$ cat src/rtl/cpu_pkg.sv
// Shared definitions for the 2A03 front end.
//   addr_mode_t   : addressing-mode code carried with every instruction bundle
//   int_src_t     : origin of a presented instruction (normal / NMI / IRQ / reset marker)
//   fetch_state_t : instr_fetch sequencer states, also exported on its debug port
//   *_VEC_ADDR    : interrupt / reset vector low-byte addresses
//   mode_len()    : instruction length in bytes implied by an addressing mode
package cpu_pkg;

   typedef enum logic [3:0] {
      IMPL = 4'd0,
      ACC,
      IMM,
      ZP,
      ZPX,
      ZPY,
      ABS,
      ABSX,
      ABSY,
      IND,
      INDX,
      INDY,
      REL
   } addr_mode_t;

   typedef enum logic [1:0] {
      INT_NONE = 2'd0,
      INT_NMI  = 2'd1,
      INT_IRQ  = 2'd2,
      INT_RST  = 2'd3
   } int_src_t;

   typedef enum logic [2:0] {
      ST_RV_LO   = 3'd0,
      ST_RV_HI   = 3'd1,
      ST_OP      = 3'd2,
      ST_OPR1    = 3'd3,
      ST_OPR2    = 3'd4,
      ST_PRESENT = 3'd5
   } fetch_state_t;

   localparam logic [15:0] NMI_VEC_ADDR = 16'hFFFA;
   localparam logic [15:0] RST_VEC_ADDR = 16'hFFFC;
   localparam logic [15:0] IRQ_VEC_ADDR = 16'hFFFE;
   localparam logic [7:0]  BRK_OPCODE   = 8'h00;

   function automatic logic [1:0] mode_len(input addr_mode_t m);
      case (m)
         IMPL, ACC:            mode_len = 2'd1;
         ABS, ABSX, ABSY, IND: mode_len = 2'd3;
         default:              mode_len = 2'd2;
      endcase
   endfunction

endpackage

$ cat src/rtl/op_predecode.sv
// Combinational opcode classifier.
//   i_op      : opcode byte
//   o_mode    : addressing mode
//   o_len     : instruction length 1..3
//   o_illegal : opcode is undefined (cc=11 or one of the holes in the map)
module op_predecode
   import cpu_pkg::*;
(
   input  logic [7:0] i_op,
   output addr_mode_t o_mode,
   output logic [1:0] o_len,
   output logic       o_illegal
);

   logic [1:0] w_cc;
   logic [2:0] w_bbb;
   logic [2:0] w_aaa;

   assign w_cc  = i_op[1:0];
   assign w_bbb = i_op[4:2];
   assign w_aaa = i_op[7:5];

   always_comb begin
      o_mode    = IMPL;
      o_illegal = 1'b0;
      case (w_cc)
         2'b01: begin
            case (w_bbb)
               3'd0:    o_mode = INDX;
               3'd1:    o_mode = ZP;
               3'd2:    o_mode = IMM;
               3'd3:    o_mode = ABS;
               3'd4:    o_mode = INDY;
               3'd5:    o_mode = ZPX;
               3'd6:    o_mode = ABSY;
               default: o_mode = ABSX;
            endcase
         end
         2'b10: begin
            case (w_bbb)
               3'd0: o_mode = IMM;
               3'd1: o_mode = ZP;
               3'd2: o_mode = ACC;
               3'd3: o_mode = ABS;
               3'd4: begin
                  o_mode    = IMPL;
                  o_illegal = 1'b1;
               end
               // STX/LDX index with Y instead of X
               3'd5:    o_mode = (w_aaa == 3'd4 || w_aaa == 3'd5) ? ZPY : ZPX;
               3'd6:    o_mode = IMPL;
               default: o_mode = (w_aaa == 3'd5) ? ABSY : ABSX;
            endcase
         end
         2'b00: begin
            if (w_bbb == 3'd0) begin
               // column 0 is a mix of BRK/JSR/RTI/RTS and immediates
               case (w_aaa)
                  3'd0:       o_mode = IMM;
                  3'd1:       o_mode = ABS;
                  3'd2, 3'd3: o_mode = IMPL;
                  3'd4: begin
                     o_mode    = IMPL;
                     o_illegal = 1'b1;
                  end
                  default:    o_mode = IMM;
               endcase
            end else begin
               case (w_bbb)
                  3'd1:    o_mode = ZP;
                  3'd2:    o_mode = IMPL;
                  3'd3:    o_mode = (i_op == 8'h6C) ? IND : ABS;
                  3'd4:    o_mode = REL;
                  3'd5:    o_mode = ZPX;
                  3'd6:    o_mode = IMPL;
                  default: o_mode = ABSX;
               endcase
            end
         end
         default: begin
            o_mode    = IMPL;
            o_illegal = 1'b1;
         end
      endcase
   end

   assign o_len = mode_len(o_mode);

endmodule

$ cat src/rtl/instr_fetch.sv
// Instruction fetch / pre-decode stage feeding the 2A03 control unit.
// Loads the reset vector, fetches opcode + operands, classifies the
// addressing mode and presents the bundle on a valid/ready handshake.
// Pending NMI/IRQ are turned into a pseudo-BRK at instruction boundaries.
//   clk, rst            : clock, async active-high reset
//   mem_addr/rd/rdata   : fetch port (rdata combinational on mem_addr)
//   nmi, irq, p_i       : interrupt requests and the I flag
//   op_valid/op_ready   : bundle handshake
//   opcode .. pc_out    : bundle contents
//   pc_ld, pc_new       : redirect, applied only on the handshake cycle
//   dbg_state           : current sequencer state
//
// Handshake: a bundle is transferred on a rising edge where op_valid and
// op_ready are both high. op_valid stays high and every bundle field stays
// constant until that edge; op_valid then drops for at least one cycle.
module instr_fetch
   import cpu_pkg::*;
#(
   parameter logic [15:0] RST_VEC = RST_VEC_ADDR,
   parameter logic [7:0]  BRK_OP  = BRK_OPCODE
)(
   input  logic        clk,
   input  logic        rst,
   output logic [15:0] mem_addr,
   output logic        mem_rd,
   input  logic [7:0]  mem_rdata,
   input  logic        nmi,
   input  logic        irq,
   input  logic        p_i,
   output logic        op_valid,
   input  logic        op_ready,
   output logic [7:0]  opcode,
   output logic [15:0] operand,
   output logic [3:0]  addr_mode,
   output logic [1:0]  op_len,
   output logic [1:0]  int_src,
   output logic        illegal,
   output logic [15:0] pc_out,
   input  logic        pc_ld,
   input  logic [15:0] pc_new,
   output logic [2:0]  dbg_state
);

   fetch_state_t r_state;
   fetch_state_t w_state_nxt;

   logic [15:0] r_pc;
   logic [7:0]  r_opcode;
   logic [15:0] r_operand;
   addr_mode_t  r_addr_mode;
   logic [1:0]  r_op_len;
   int_src_t    r_int_src;
   logic        r_illegal;
   logic        r_nmi_q;
   logic        r_nmi_pend;

   addr_mode_t  w_dec_mode;
   logic [1:0]  w_dec_len;
   logic        w_dec_ill;
   logic        w_nmi_edge;
   logic        w_take_int;
   logic        w_handshake;

   op_predecode u_predecode (
      .i_op      (mem_rdata),
      .o_mode    (w_dec_mode),
      .o_len     (w_dec_len),
      .o_illegal (w_dec_ill)
   );

   assign w_nmi_edge  = nmi & ~r_nmi_q;
   assign w_take_int  = r_nmi_pend | (irq & ~p_i);
   assign w_handshake = (r_state == ST_PRESENT) & op_ready;

   always_ff @(posedge clk or posedge rst) begin
      if (rst) r_state <= ST_RV_LO;
      else     r_state <= w_state_nxt;
   end

   always_comb begin
      w_state_nxt = r_state;
      mem_addr    = r_pc;
      mem_rd      = 1'b0;
      op_valid    = 1'b0;
      case (r_state)
         ST_RV_LO: begin
            mem_addr    = RST_VEC;
            mem_rd      = 1'b1;
            w_state_nxt = ST_RV_HI;
         end
         ST_RV_HI: begin
            mem_addr    = RST_VEC + 16'd1;
            mem_rd      = 1'b1;
            w_state_nxt = ST_OP;
         end
         ST_OP: begin
            // an injected interrupt replaces the opcode read entirely
            mem_rd      = ~w_take_int;
            if (w_take_int)            w_state_nxt = ST_PRESENT;
            else if (w_dec_len > 2'd1) w_state_nxt = ST_OPR1;
            else                       w_state_nxt = ST_PRESENT;
         end
         ST_OPR1: begin
            mem_rd      = 1'b1;
            w_state_nxt = (r_op_len == 2'd3) ? ST_OPR2 : ST_PRESENT;
         end
         ST_OPR2: begin
            mem_rd      = 1'b1;
            w_state_nxt = ST_PRESENT;
         end
         ST_PRESENT: begin
            op_valid = 1'b1;
            if (w_handshake) w_state_nxt = ST_OP;
         end
         default: w_state_nxt = ST_RV_LO;
      endcase
   end

   always_ff @(posedge clk or posedge rst) begin
      if (rst) begin
         r_pc        <= 16'h0000;
         r_opcode    <= 8'h00;
         r_operand   <= 16'h0000;
         r_addr_mode <= IMPL;
         r_op_len    <= 2'd1;
         r_int_src   <= INT_NONE;
         r_illegal   <= 1'b0;
         r_nmi_q     <= 1'b0;
         r_nmi_pend  <= 1'b0;
      end else begin
         r_nmi_q <= nmi;
         // a fresh edge outranks the clear so back-to-back NMIs survive
         if (w_nmi_edge)                              r_nmi_pend <= 1'b1;
         else if (r_state == ST_OP && r_nmi_pend)     r_nmi_pend <= 1'b0;

         case (r_state)
            ST_RV_LO: r_pc[7:0]  <= mem_rdata;
            ST_RV_HI: r_pc[15:8] <= mem_rdata;
            ST_OP: begin
               r_operand <= 16'h0000;
               if (w_take_int) begin
                  r_opcode    <= BRK_OP;
                  r_addr_mode <= IMPL;
                  r_op_len    <= 2'd1;
                  r_illegal   <= 1'b0;
                  r_int_src   <= r_nmi_pend ? INT_NMI : INT_IRQ;
               end else begin
                  r_opcode    <= mem_rdata;
                  r_addr_mode <= w_dec_mode;
                  r_op_len    <= w_dec_len;
                  r_illegal   <= w_dec_ill;
                  r_int_src   <= INT_NONE;
                  r_pc        <= r_pc + 16'd1;
               end
            end
            ST_OPR1: begin
               r_operand[7:0] <= mem_rdata;
               r_pc           <= r_pc + 16'd1;
            end
            ST_OPR2: begin
               r_operand[15:8] <= mem_rdata;
               r_pc            <= r_pc + 16'd1;
            end
            ST_PRESENT: begin
               if (w_handshake && pc_ld) r_pc <= pc_new;
            end
            default: ;
         endcase
      end
   end

   assign opcode    = r_opcode;
   assign operand   = r_operand;
   assign addr_mode = r_addr_mode;
   assign op_len    = r_op_len;
   assign int_src   = r_int_src;
   assign illegal   = r_illegal;
   assign pc_out    = r_pc;
   assign dbg_state = r_state;

endmodule

$ cat config.mk
export PLATFORM = sky130hd
export DESIGN_NAME = instr_fetch
export DESIGN_NICKNAME = d
export VERILOG_FILES = /design/src/rtl/cpu_pkg.sv /design/src/rtl/op_predecode.sv /design/src/rtl/instr_fetch.sv
export SDC_FILE = /design/constraint.sdc
export NUM_CORES = 1
export LEC_CHECK = 0
export CAP_MARGIN = 5
export CORE_ASPECT_RATIO = 1.1
export CORE_UTILIZATION = 44
export DETAILED_ROUTE_END_ITERATION = 8
export GPL_ROUTABILITY_DRIVEN = 0
export HOLD_SLACK_MARGIN = 0.02
export PLACE_DENSITY = 0.81
export SLEW_MARGIN = 40
export SYNTH_ARGS = -nofsm -noshare
export SYNTH_HDL_FRONTEND = slang
export SYNTH_HIERARCHICAL = 1
export SYNTH_SLANG_ARGS = --single-unit
export TNS_END_PERCENT = 50
$ cat constraint.sdc
create_clock -name clk -period 1.9 [get_ports clk]
set_clock_uncertainty 0.15 [all_clocks]
set_input_delay 0.38 -clock clk [delete_from_list [all_inputs] [get_ports clk]]
set_output_delay 0.38 -clock clk [all_outputs]
set_load 0.005 [all_outputs]
# Word-level counts from Yosys, hierarchy flattened
# Cells that the tools add are included.
# W data, S select, Z words.
op_classes:
  add_sub_neg: 1
  mul: 0
  n_div: 0
  magnitude_cmp: 1
  n_eq_ne: 28
  shifts: 0
  muxes: 36
  n_bitwise: 7
  n_reduce_logical: 21
op_table:
  columns: ["cell", "n"]
  rows:
  - ["$pmux W8 S4", 2]
  - ["$mux W16", 2]
  - ["$pmux W16 S2", 1]
  - ["$pmux W8 S2", 2]
  - ["$pmux W4 S7", 1]
  - ["$pmux W4 S6", 1]
  - ["$eq A3 B3 Y1 const B", 7]
  - ["$pmux W4 S5", 1]
  - ["$eq A3 B2 Y1 const B", 6]
  - ["$pmux W3 S6", 1]
  - ["$add A16 B1 Y16 const B", 1]
  - ["$mux W4", 4]
  - ["$pmux W4 S3", 1]
  - ["$eq A3 B1 Y1 const B", 3]
  - ["$mux W1", 9]
  - ["$mux W3", 3]
  - ["$eq A4 B3 Y1 const B", 2]
  - ["$eq A4 B4 Y1 const B", 2]
  - ["$eq A8 B7 Y1 const B", 1]
  - ["$mux W8", 1]
  - ["$reduce_bool A4 Y1", 2]
  - ["$reduce_or A2 Y1", 4]
  - ["$reduce_or A4 Y1", 2]
  - ["$logic_not A3 Y1", 2]
  - ["21 further kinds", 33]
totals:
  reg_bits: 54
  latchBits: 0
  ramBits: 0
  mem_bits_ro: 0
  inputBits: 31
  memories: 0

# Longest topological paths before layout
# Gate-level depths: netlist of run 1.
depth:
  ltp_word: 12
  mapped_depth: 9
  depth_no_buf: 8

# Cells and area by module
# Netlist of run 1, hierarchy kept.
by_module_without_submodules:
  columns: ["mod", "instances", "cells_per_inst", "area_each_um2", "seq_area_each_um2"]
  rows:
  - ["instr_fetch", 1, 330, 3057.9, 1352.5]
  - ["op_predecode", 1, 62, 421.7, 0.0]

# Worst setup path after synthesis of run 1
# Ideal clock, no wire load.
synth_timing:
  kind: "reg2out"
  startpoint: "reg r_state[1], in the netlist dbg_state[1]"
  endpoint: "out mem_addr[3]"
  arrival_time_ns: 1.386
  required_ns: 1.370
  setup_slack_ns: -0.016
  stages_incl_launch_ff: 6
  path_cell_list: "dfrtp_1 > buf_2 > nor2_2 > clkbuf_1 > clkbuf_1 > or2_2"
synth_between:
  elab_chain_len: 2
  word_cells_on_any_way: 3
  classes_between: "eq/ne: 1; mux: 1; reduce/logical: 1"
synth_lines:
  columns: ["item", "line", "source"]
  rows:
  - ["start: declaration", "instr_fetch.sv:44", "fetch_state_t r_state;"]
  - ["start signal: assignment", "instr_fetch.sv:77", "else r_state <= w_state_nxt;"]
  - ["$eq A3 B1 Y1 or $logic_not A3 Y1 (tied branches)", "instr_fetch.sv:85", "case (r_state)"]
  - ["$pmux W16 S2 (*)", "instr_fetch.sv:85", null]
  - ["end: declaration", "instr_fetch.sv:24", "output logic [15:0] mem_addr,"]
# Mark *: on every way between the ends. The rest lies on a longest branch, timed or not.

# Worst setup path in the final report of run 1
layout_timing:
  startpoint: "reg r_state[1], in the netlist dbg_state[1]"
  endpoint: "reg r_pc[6], in the netlist pc_out[6]"
layout_between:
  elab_chain_len: 5
  word_cells_on_any_way: 13
  classes_between: "eq/ne: 6; mux: 1; bitwise: 1; reduce/logical: 5"
layout_lines:
  columns: ["item", "line", "source"]
  rows:
  - ["$eq A3 B3 Y1", "instr_fetch.sv:73, instr_fetch.sv:136", null]
  - ["$and A1 B1 Y1", "instr_fetch.sv:73", "assign w_handshake = (r_state == ST_PRESENT) & op_ready;"]
  - ["$logic_and A1 B1 Y1", "instr_fetch.sv:165", "if (w_handshake && pc_ld) r_pc <= pc_new;"]
  - ["$ne A2 B1 Y1 (no source line)", null, null]
  - ["$reduce_and A3 Y1 (no source line)", null, null]
  - ["end signal: assignment", "instr_fetch.sv:158", "r_pc <= r_pc + 16'd1;"]
  - ["end signal: assignment", "instr_fetch.sv:162", "r_pc <= r_pc + 16'd1;"]
  - ["end signal: assignment", "instr_fetch.sv:165", null]
  - ["end: declaration", "instr_fetch.sv:47", "logic [15:0] r_pc;"]
# Parallel ways exist; a longest one is shown, timed or not.
# A chain may end at the register's enable or synchronous reset.

==> results of run 1 <==
-- sequential cells by signal, indices dropped and copies added, names as in the netlist --
register    flops
int_src         2
pc_out         16
r_nmi_pend      1
op_len          2
addr_mode       4
opcode          8
operand        16
r_nmi_q         1
illegal         1
dbg_state       3
-- power by group through the flow --
| stage | Clock [mW] | Combinational, mW | Sequential (mW) |
|---|---|---|---|
| final | 0.680 | 6.87 | 2.13 |
| after global routing | 0.734 | 7.27 | 2.17 |
| after CTS | 0.683 | 5.83 | 2.08 |
| after detailed placement | 0 | 5.17 | 2.10 |
| after global placement | 0 | 5.01 | 2.09 |
| after floorplan | 0 | 2.57 | 2.05 |
-- worst paths after layout --
kind | endpoint | depth (start not counted)
min in group clk | r_nmi_pend$_DFFE_PP0P_ | 1
max reg2reg | pc_out[6]$_DFFE_PP0P_ | 9
max | pc_out[6]$_DFFE_PP0P_ | 9
min | operand[3]$_DFFE_PP0P_ | 3
min reg2reg | r_nmi_pend$_DFFE_PP0P_ | 1
max in group asynchronous | op_len[0]$_DFFE_PP1P_ | 3
-- Yosys cell counts (all sizes together), types with 2 or more instances --
library cell / instances / area share [%]
nor3: 7 / 1.2
o22ai: 3 / 0.54
nor2b: 6 / 1.2
nor3b: 4 / 0.86
a22o: 44 / 11
clkbuf: 11 / 1.2
nand3: 7 / 1.0
dfrtp: 53 / 38
mux2: 2 / 0.65
o211a: 2 / 0.58
a31oi: 6 / 1.1
a21boi: 4 / 0.97
and3: 4 / 0.76
nand2: 42 / 4.5
o31a: 5 / 1.3
nand4: 4 / 0.90
nand2b: 7 / 1.5
buf: 24 / 4.2
a21oi: 19 / 2.8
and4: 3 / 0.86
or2: 15 / 2.7
a22oi: 9 / 2.1
o31ai: 3 / 0.79
o21ba: 2 / 0.58
inv: 11 / 1.2
mux2i: 2 / 0.58
o21ai: 48 / 6.9
nor2: 20 / 2.3
a221oi: 2 / 0.50
-- layer usage --
layer	track usage, %	vias up
met2	49.1	302
li1	-	1784
met4	17.4	0
met5	0	-
met1	36.5	1957
met3	6.41	74
-- timing repair --
action,4_1_cts,5_1_grt
hold endpoints to repair,0,0
cloned,2,4
pin swaps,16,25
gates resized for setup,127,79
setup endpoints to repair,29,55
buffers inserted,17,7
-- metrics by stage --
step	hold WS (ns)	util (%)	instances	setup TNS, ns
3_5_place_dp	0.273	65.5	626	-9.28
2_1_floorplan	0.250	-	392	-0.00705
6_report	0.261	74.1	664	-2.43
4_1_cts	0.285	70.2	653	-1.34
3_3_place_gp	0.261	65.4	626	-10.67
5_1_grt	0.294	74.1	664	-3.94
-- kinds of logic after synthesis --
logic type      share of synthesized area, %
compound gates                          33.2
xor+xnor                               0.252
fa+ha+maj                              0.683
buf+inv                                 6.62
flops                                   38.9
mux                                     1.22
simple gates                            19.2
-- final cells by class --
type                            instances  area [um2]  share of cell area [%]
Clock buffer                            5        68.8                    1.23
Clock inverter                          3        21.3                   0.380
Tap cell                              105         131                    2.35
Sequential cell                        54        1360                    24.3
Multi-Input combinational cell        292        2120                    37.9
Timing Repair Buffer                  194        1860                    33.1
Inverter                               11        41.3                   0.737
-- worst max-delay path: cells and delay by family (launching register included) --
| family | cells | cell delay (ns) |
|---|---|---|
| and+or+nand+nor | 2 | 0.14 |
| DFF | 1 | 0.45 |
| AOI/OAI and AO/OA | 3 | 0.65 |
| buffers and inverters | 4 | 0.54 |
==> results.sh, run 1 <==
export IMPL_r2r_start="dbg_state[1]$_DFFE_PP0P_"
export IMPL_place_area_um2=4950
export IMPL_slowest_stage="dfrtp_1"
export IMPL_drtIter0Drc=436
export IMPL_initial_core_util_pct=46.1
export IMPL_hold_path_class="input port to async pin"
export IMPL_io_buffer_count=100
export IMPL_cpPeakStageDelay_ns=0.45
export IMPL_status="complete, but fails checks"
export IMPL_htree_levels=2
export IMPL_synth_async_reset_ratio_pct=100
export IMPL_violations="setup timing"
export IMPL_max_freq_mhz=492
export IMPL_synthFlopType="dfrtp_1"
export IMPL_avgSynthCellArea_um2=8.88
export IMPL_die_x_um=86.8
export IMPL_synth_edf_count=0
export IMPL_switching_share_pct=41.2
export IMPL_worst_ep_arrival_time_ns=2.10
export IMPL_core_area_um2=7560
export IMPL_crit_type="flip-flop to flip-flop"
export IMPL_yosysWarnings=6
export IMPL_critPathMostFrequentCell="buf_6"
export IMPL_clk_pin_slew_ns=0.10
export IMPL_clk_latency_ns=0.32
export IMPL_synthCells=392
export IMPL_p_switching_mw=3.99
export IMPL_synth_seq_cells=54
export IMPL_cts_buffers=5
export IMPL_synthesis_area_um2=3480
export IMPL_maxSlewHeadroom_pct=74.8
export IMPL_totalWireLength_um=13600
export IMPL_tightest_slew_ns=0.378
export IMPL_area_delta_synth_final_pct=60.9
export IMPL_cts_root_buffer="clkbuf_8"
export IMPL_setup_viol=39
export IMPL_drv_cap=0
export IMPL_nNetsFinal=590
export IMPL_antenna_found_initial=0
export IMPL_routed_top_layer="met4"
export IMPL_mostFrequentLayoutCell="clkdlybuf4s50_1"
export IMPL_slew_violations=0
export IMPL_drive_gt1_share_pct=35.8
export IMPL_setup_slack_ns=-0.133
export IMPL_wl_met2_um=6660
export IMPL_finalCritPeriodShare_pct=107
export IMPL_pwr_density_cell_nw_per_um2=1730
export IMPL_grt_ovfl_total=0
export IMPL_wl_per_cell_um=20.4
export IMPL_pwr_share_clk_pct=7.0
export IMPL_fill_cells=498
export IMPL_fin_crit_ns=2.03
export IMPL_post_place_ws_ns=-0.696
export IMPL_cts_max_path_buffers=2
export IMPL_yosysSeqAreaShare_pct=38.9
export IMPL_routed_wl_met3_um=1280
export IMPL_cp_start_kind="flip-flop"
export IMPL_synth_nets=424
export IMPL_avgViaCountPerCell=6.20
export IMPL_p_total_mw=9.68
export IMPL_n_antenna_cell=0
export IMPL_grtUsageTotal_pct=30.0
export IMPL_internal_power_mw=5.69
export IMPL_grt_max_degree=55
export IMPL_cts_tree="yes"
export IMPL_path_cells="buf_6, buf_6, nand2b_4, buf_6, a21boi_4, buf_12, nor3_1, a311oi_1, o21ai_1"
export IMPL_irDropWorstVdd_uv=1060
export IMPL_worstPathMaxFanout=6
export IMPL_hold_viol=0
export IMPL_dieArea_um2=8270
export IMPL_io_pins=101
export IMPL_dr_pass1_iters=6
export IMPL_num_rows=33
export IMPL_layout_cells_most_common_list="clkdlybuf4s50_1 (68), buf_4 (65), dfrtp_1 (47)"
export IMPL_postCtsHoldBufs=0
export IMPL_startpoint="dbg_state[1]$_DFFE_PP0P_"
export IMPL_worst_ep_required_time_ns=1.97
export IMPL_design_area_um2=5600
export IMPL_ff2ff_setup_slack_ns=-0.13
export IMPL_fp_dieH_um=95.3
export IMPL_dp_hpwl_um=8010
export IMPL_cts_sink_count=54
export IMPL_remaining_drc_errors=0
export IMPL_vias=4117
export IMPL_ys_types=72
export IMPL_wl_met1_um=4970
export IMPL_leakage_nw=2.50
export IMPL_grt_pass1_wl_um=19000
export IMPL_end_kind="flip-flop"
export IMPL_p_seq_share_pct=22.0
export IMPL_ant_nets=0
export IMPL_rsz0062_at_grt="true"
export IMPL_pwr_share_comb_pct=71.0
export IMPL_grt_pass1_vias=3822
Power figures use the tool's default switching activity.
==> run 2, diff against run 1 <==
--- a/config.mk
+++ b/config.mk
@@ -7,12 +7,12 @@
 export LEC_CHECK = 0
 export CAP_MARGIN = 5
 export CORE_ASPECT_RATIO = 1.1
-export CORE_UTILIZATION = 44
+export CORE_UTILIZATION = 40
 export DETAILED_ROUTE_END_ITERATION = 8
 export GPL_ROUTABILITY_DRIVEN = 0
 export HOLD_SLACK_MARGIN = 0.02
-export PLACE_DENSITY = 0.81
-export SLEW_MARGIN = 40
+export PLACE_DENSITY = 0.75
+export SLEW_MARGIN = 20
 export SYNTH_ARGS = -nofsm -noshare
 export SYNTH_HDL_FRONTEND = slang
 export SYNTH_HIERARCHICAL = 1
==> run 2 against run 1 <==
  * The run still ends with setup timing left
  * Sequential power is essentially flat
  * Critical path type unchanged
  * Flip-flop and latch count unchanged
  * Highest routed layer unchanged
  * Clock-buffer cell count unchanged
  * First-iteration DRC count shrank 25%
  * Largest power group unchanged
  * Clock power grew 18%
==> results.sh, run 2 (synthesized netlist as in run 1, its figures left out) <==
export IMPL_cts_buffers=5
export IMPL_maxSlewHeadroom_pct=73.6
export IMPL_violations="setup timing"
export IMPL_status="complete, but fails checks"
export IMPL_setup_viol=20
export IMPL_wl_per_cell_um=19.2
export IMPL_antenna_found_initial=0
export IMPL_io_pins=101
export IMPL_grt_pass1_wl_um=18900
export IMPL_cts_sink_count=54
export IMPL_tightest_slew_ns=0.395
export IMPL_cpPeakStageDelay_ns=0.47
export IMPL_end_kind="flip-flop"
export IMPL_worst_ep_required_time_ns=1.96
export IMPL_fp_dieH_um=99.8
export IMPL_avgViaCountPerCell=6.01
export IMPL_r2r_cells=7
export IMPL_grtUsageTotal_pct=26.4
export IMPL_totalWireLength_um=12800
export IMPL_design_area_um2=5530
export IMPL_remaining_drc_errors=0
export IMPL_clk_pin_slew_ns=0.10
export IMPL_finalCritPeriodShare_pct=104
export IMPL_grt_ovfl_total=0
export IMPL_r2r_start="dbg_state[0]$_DFFE_PP0P_"
export IMPL_drtIter0Drc=326
export IMPL_drive_gt1_share_pct=33.7
export IMPL_htree_levels=2
export IMPL_dp_hpwl_um=8340
export IMPL_area_delta_synth_final_pct=59.0
export IMPL_clk_latency_ns=0.31
export IMPL_crit_type="flip-flop to flip-flop"
export IMPL_ff2ff_setup_slack_ns=-0.08
export IMPL_cts_max_path_buffers=2
export IMPL_hold_viol=0
export IMPL_worstPathMaxFanout=9
export IMPL_rsz0062_at_grt="true"
export IMPL_vias=4001
export IMPL_place_area_um2=4950
export IMPL_nNetsFinal=586
export IMPL_leakage_nw=2.47
export IMPL_r2r_end="pc_out[5]$_DFFE_PP0P_"
export IMPL_dieArea_um2=9080
export IMPL_mostFrequentLayoutCell="clkdlybuf4s50_1"
export IMPL_grt_pass1_vias=3757
export IMPL_slowest_stage="dfrtp_2"
export IMPL_p_total_mw=9.42
export IMPL_cts_root_buffer="clkbuf_8"
export IMPL_drv_cap=0
export IMPL_dr_pass1_iters=5
export IMPL_fin_crit_ns=1.98
export IMPL_initial_core_util_pct=41.4
export IMPL_core_area_um2=8410
export IMPL_critPathMostFrequentCell="buf_4"
export IMPL_final_util_pct=65.8
export IMPL_irDropWorstVdd_uv=934
export IMPL_ant_nets=0
export IMPL_slew_violations=0
export IMPL_fill_cells=694
export IMPL_pwr_density_cell_nw_per_um2=1700
export IMPL_setup_slack_ns=-0.0779
export IMPL_n_antenna_cell=0
export IMPL_layout_cells_most_common_list="clkdlybuf4s50_1 (66), buf_4 (63), dfrtp_1 (48)"
export IMPL_die_x_um=90.9
export IMPL_io_buffer_count=100
export IMPL_num_rows=35
export IMPL_hold_path_class="input port to async pin"
export IMPL_postCtsHoldBufs=0
export IMPL_path_cells="buf_4, a21boi_0, o21ai_2, o211ai_1, buf_4, a21o_1, a22o_1"
export IMPL_cp_start_kind="flip-flop"
export IMPL_cts_tree="yes"
export IMPL_worst_ep_arrival_time_ns=2.04
export IMPL_max_freq_mhz=506
export IMPL_grt_max_degree=23
[run 2: cell count changes in the layout (fill, tap and decap cells not counted), sizes merged]
| cell | before | now |
|---|---|---|
| dlygate4sd2 | 2 | 8 |
| clkinv | 2 | 1 |
| clkinvlp | 1 | 0 |
| bufbuf | 1 | 0 |
| clkdlybuf4s50 | 68 | 66 |
| clkbuf | 17 | 11 |
| clkdlybuf4s15 | 0 | 1 |
| bufinv | 0 | 1 |
| dlymetal6s2s | 4 | 2 |
| inv | 11 | 12 |
[run 2: per-layer routing]
| layer | vias up | track usage (%) | wire [um] |
|---|---|---|---|
| met5 | - | 0 | 0 |
| met2 | 253 | 45.5 | 6330 |
| met4 | 0 | 9.65 | 415 |
| met3 | 43 | 5.08 | 1100 |
| met1 | 1929 | 33.1 | 4920 |
| li1 | 1776 | - | - |
[run 2: metrics by stage]
step	TNS [ns]	instances	hold WS, ns	worst slack (ns)
2_1_floorplan	-0.00705	392	0.250	-0.00705
3_3_place_gp	-10.47	632	0.270	-0.622
3_5_place_dp	-11.24	632	0.283	-0.678
4_1_cts	-0.198	658	0.213	-0.0493
5_1_grt	-1.51	666	0.220	-0.107
6_report	-0.462	666	0.199	-0.0779
[run 2: power breakdown]
group | internal (mW) | leakage (nW) | total, mW | switching [mW]
registers | 1.65 | 0.683 | 2.14 | 0.490
logic | 3.57 | 1.73 | 6.47 | 2.90
clock network | 0.396 | 0.0585 | 0.801 | 0.406
total | 5.62 | 2.47 | 9.42 | 3.80
[run 2: worst max-delay path by stage]
| stage | startpoint | endpoint | slack [ns] |
|---|---|---|---|
| 2_1_floorplan | mem_rdata[4] | op_len[0]$_DFFE_PP1P_ | -0.007 |
| 3_3_place_gp | mem_rdata[4] | op_len[0]$_DFFE_PP1P_ | -0.62 |
| 3_5_place_dp | mem_rdata[4] | op_len[0]$_DFFE_PP1P_ | -0.68 |
| 4_1_cts | dbg_state[1]$_DFFE_PP0P_ | pc_out[15]$_DFFE_PP0P_ | -0.05 |
| 5_1_grt | dbg_state[1]$_DFFE_PP0P_ | pc_out[5]$_DFFE_PP0P_ | -0.11 |
| 6_report | dbg_state[0]$_DFFE_PP0P_ | pc_out[5]$_DFFE_PP0P_ | -0.08 |
[run 2: layout make-up]
type	instances	area [um2]	share of cell area [%]
timing repair buffer	190	1800	32.6
clock inverter	3	43.8	0.791
clock buffer	5	68.8	1.24
tap	111	139	2.51
multi-input combinational	292	2080	37.6
inverter	11	41.3	0.746
sequential	54	1360	24.6
[run 2: what timing repair did]
item	in CTS	in global routing
endpoints found under the setup margin	44	64
cloned	1	2
resized for setup	147	49
buffers inserted	17	7
pin swaps	12	20
[run 2: worst max-delay path, delay by kind of cell, from the launching register on]
family | cells | cell delay, ns
AO/OA/AOI/OAI | 5 | 0.86
buffers and inverters | 2 | 0.39
flip-flops | 1 | 0.47
==> patch, RTL diff (config.mk and constraints of run 2) <==
Put one more register stage on the output `dbg_state`, cleared by the reset. The value now appears one clock later. The other outputs are not delayed to match.
--- a/src/rtl/instr_fetch.sv
+++ b/src/rtl/instr_fetch.sv
@@ -176,7 +176,13 @@
    assign int_src   = r_int_src;
    assign illegal   = r_illegal;
    assign pc_out    = r_pc;
-   assign dbg_state = r_state;
+   always_ff @(posedge clk or posedge rst) begin
+      if (rst) begin
+         dbg_state <= '0;
+      end else begin
+         dbg_state <= r_state;
+      end
+   end
 
 endmodule
 
Check against the original RTL: not equivalent (a bounded check fails within 4 cycles, from zero or initial values and one cycle with rst high).
==> patch against run 2 <==
The flow still finishes with violations (setup timing); sequential share of layout area increased by 0.74 points; sequential power increased by 5%; setup slack improved by 0.012 ns; worst hold slack improved by 0.039 ns; combinational power decreased by 3%; via count increased by 1.3%; synthesized cell count increased by 3.3%; synthesized area increased by 0.25%; final area increased by 2.3%; routed wire length decreased by 2.6%; power increased by 2.9%; sequential cell count increased by 3; final cell count increased by 4.4%; critical endpoint is now pc_out[10]; largest cell class unchanged.
==> patch: results (changes against run 2) <==
[clock_network]
htreeDepth = 3  ; +1
insertion_delay_ns = 0.35  ; +0.04 ns
clockBufferDepth = 2  ; unchanged
cts_root_buf = clkbuf_8
clkTransAtPathRegs_ns = 0.07  ; -0.03 ns
tritoncts.num_buffers = 9  ; +4

[critical_path]
arrival_ns = 2.09  ; +0.05 ns
crit_path_max_fanout = 5  ; -4

[layout]
antenna-diode-count = 0  ; unchanged
final_nets = 611  ; +4.3%
drive_gt1_share_pct = 33.2  ; -0.47 points

[grt]
grt_pass1_vias = 3529  ; -6.1%
antenna_found_initial = 0  ; unchanged
grt_util_all_layers_pct = 24.9  ; -1.5 points
grt_max_degree = 58  ; +150%
grt_pass1_wl_mm = 17.7  ; -6.5%

[worst_hold_path]
hold_path_class = in -> reg

[detailed_routing]
drtPass1Iterations = 6  ; +1
detail_route.iter0.violations = 365  ; +12%
wl_per_cell_um = 17.9  ; -6.6%
vias_per_cell = 5.83  ; -2.9%

[placed_design]
placed_area_um2 = 5060  ; +2.3%
portBuffers = 100  ; unchanged
hpwl_mm = 8.04  ; -3.6%

[logic_synthesis]
seq_area_frac_synth_pct = 40.9  ; +2.1 points
synth_warnings = 6  ; unchanged
synthTopCellsByCount = o21ai_0 (59), dfrtp_1 (56), nand2_1 (54)
syn-num-nets = 437  ; +3.1%
ys_ff_latch = 57  ; +5.6%
synth-async-reset-ratio_pct = 100  ; unchanged
synthTopCellsByArea = dfrtp_1 (40%), o21ai_0 (8.5%), nand2_1 (5.8%)
yosys.cell_types.count = 58  ; -19%

[status]
violations = setup timing
status = finished, violations left

[power_and_ir_drop]
p_leak_nw = 2.55  ; +3.0%
ir_worst_vdd_uv = 1050  ; +12%

[timing]
worst_slew_pin_slew_ns = 0.391  ; -0.00468 ns
setup_ws_ns = -0.0655  ; +0.0123 ns
setup_viol = 14  ; -30%

patch: per-stage QoR:
stage	cells	utilization [%]	power [mW]	setup WS [ns]	setup TNS [ns]
final	695	67.3	9.69	-0.0655	-0.365
after global routing	695	67.3	10.3	-0.141	-1.73
after CTS	681	64.2	8.86	-0.214	-1.49
after detailed placement	658	60.2	7.53	-0.625	-9.96
after global placement	658	60.2	7.40	-0.633	-9.27
after floorplan	405	-	4.70	-0.00670	-0.00670
patch: worst max-delay path, cell delays in order, from the launching register on:
cell	delay, ns
dfrtp_1	0.38
ha_1	0.25
nand4_1	0.26
nor2_2	0.28
nor4bb_1	0.33
a221oi_1	0.08
o21ai_1	0.15
patch: logic make-up (layout without fill, tap and decap cells):
logic type               after synthesis  count (layout)  share of synthesized area (%)
buffers and inverters                 42             221                           6.03
multiplexers                           4               4                           1.18
flip-flops                            57              57                           40.9
AND/OR/NAND/NOR                      143             143                           20.7
adder cells (fa/ha/maj)                2               2                          0.681
XOR/XNOR                               1               1                          0.251
AO/OA/AOI/OAI                        156             156                           30.3
patch: final timing paths:
check,depth (start not counted),end,startpoint,slack (ns)
min,3,int_src[1],irq,0.24
max,6,pc_out[10],pc_out[1],-0.07
min in group asynchronous,3,operand[5],rst,0.30
max reg2reg,6,pc_out[10],pc_out[1],-0.07
max in group asynchronous,3,op_len[0],rst,0.99
min reg2reg,1,r_nmi_pend,r_nmi_q,0.28
patch: routing by layer:
metal  track usage, %  vias to the layer above  share of wire [%]
li1                 -                     1824                  -
met1             32.5                     1939                 40
met2             41.5                      236                 48
met3             2.73                       54                7.2
met4             12.2                        0                4.4
met5                0                        -                  0
patch: timing repair:
item / 4_1_cts / 5_1_grt
buffers inserted: 6 / 12
hold buffers: 0 / 0
endpoints found under the setup margin: 27 / 45
gates cloned: 1 / 4
gates resized for setup: 93 / 97
pin swaps: 5 / 18
patch: final cells by class:
type,instances,area (µm²)
fillers,644,2750
multi-input cells,306,2030
repair buffers,194,1820
flip-flops and latches,57,1430
clock buffers,11,141
well taps,111,139
clock inverters,5,55.1
inverters,11,45.0
patch: report_power, final:
part / internal, mW / switching [mW]
logic: 3.42 / 2.86
clock network: 0.636 / 0.515
registers: 1.80 / 0.458
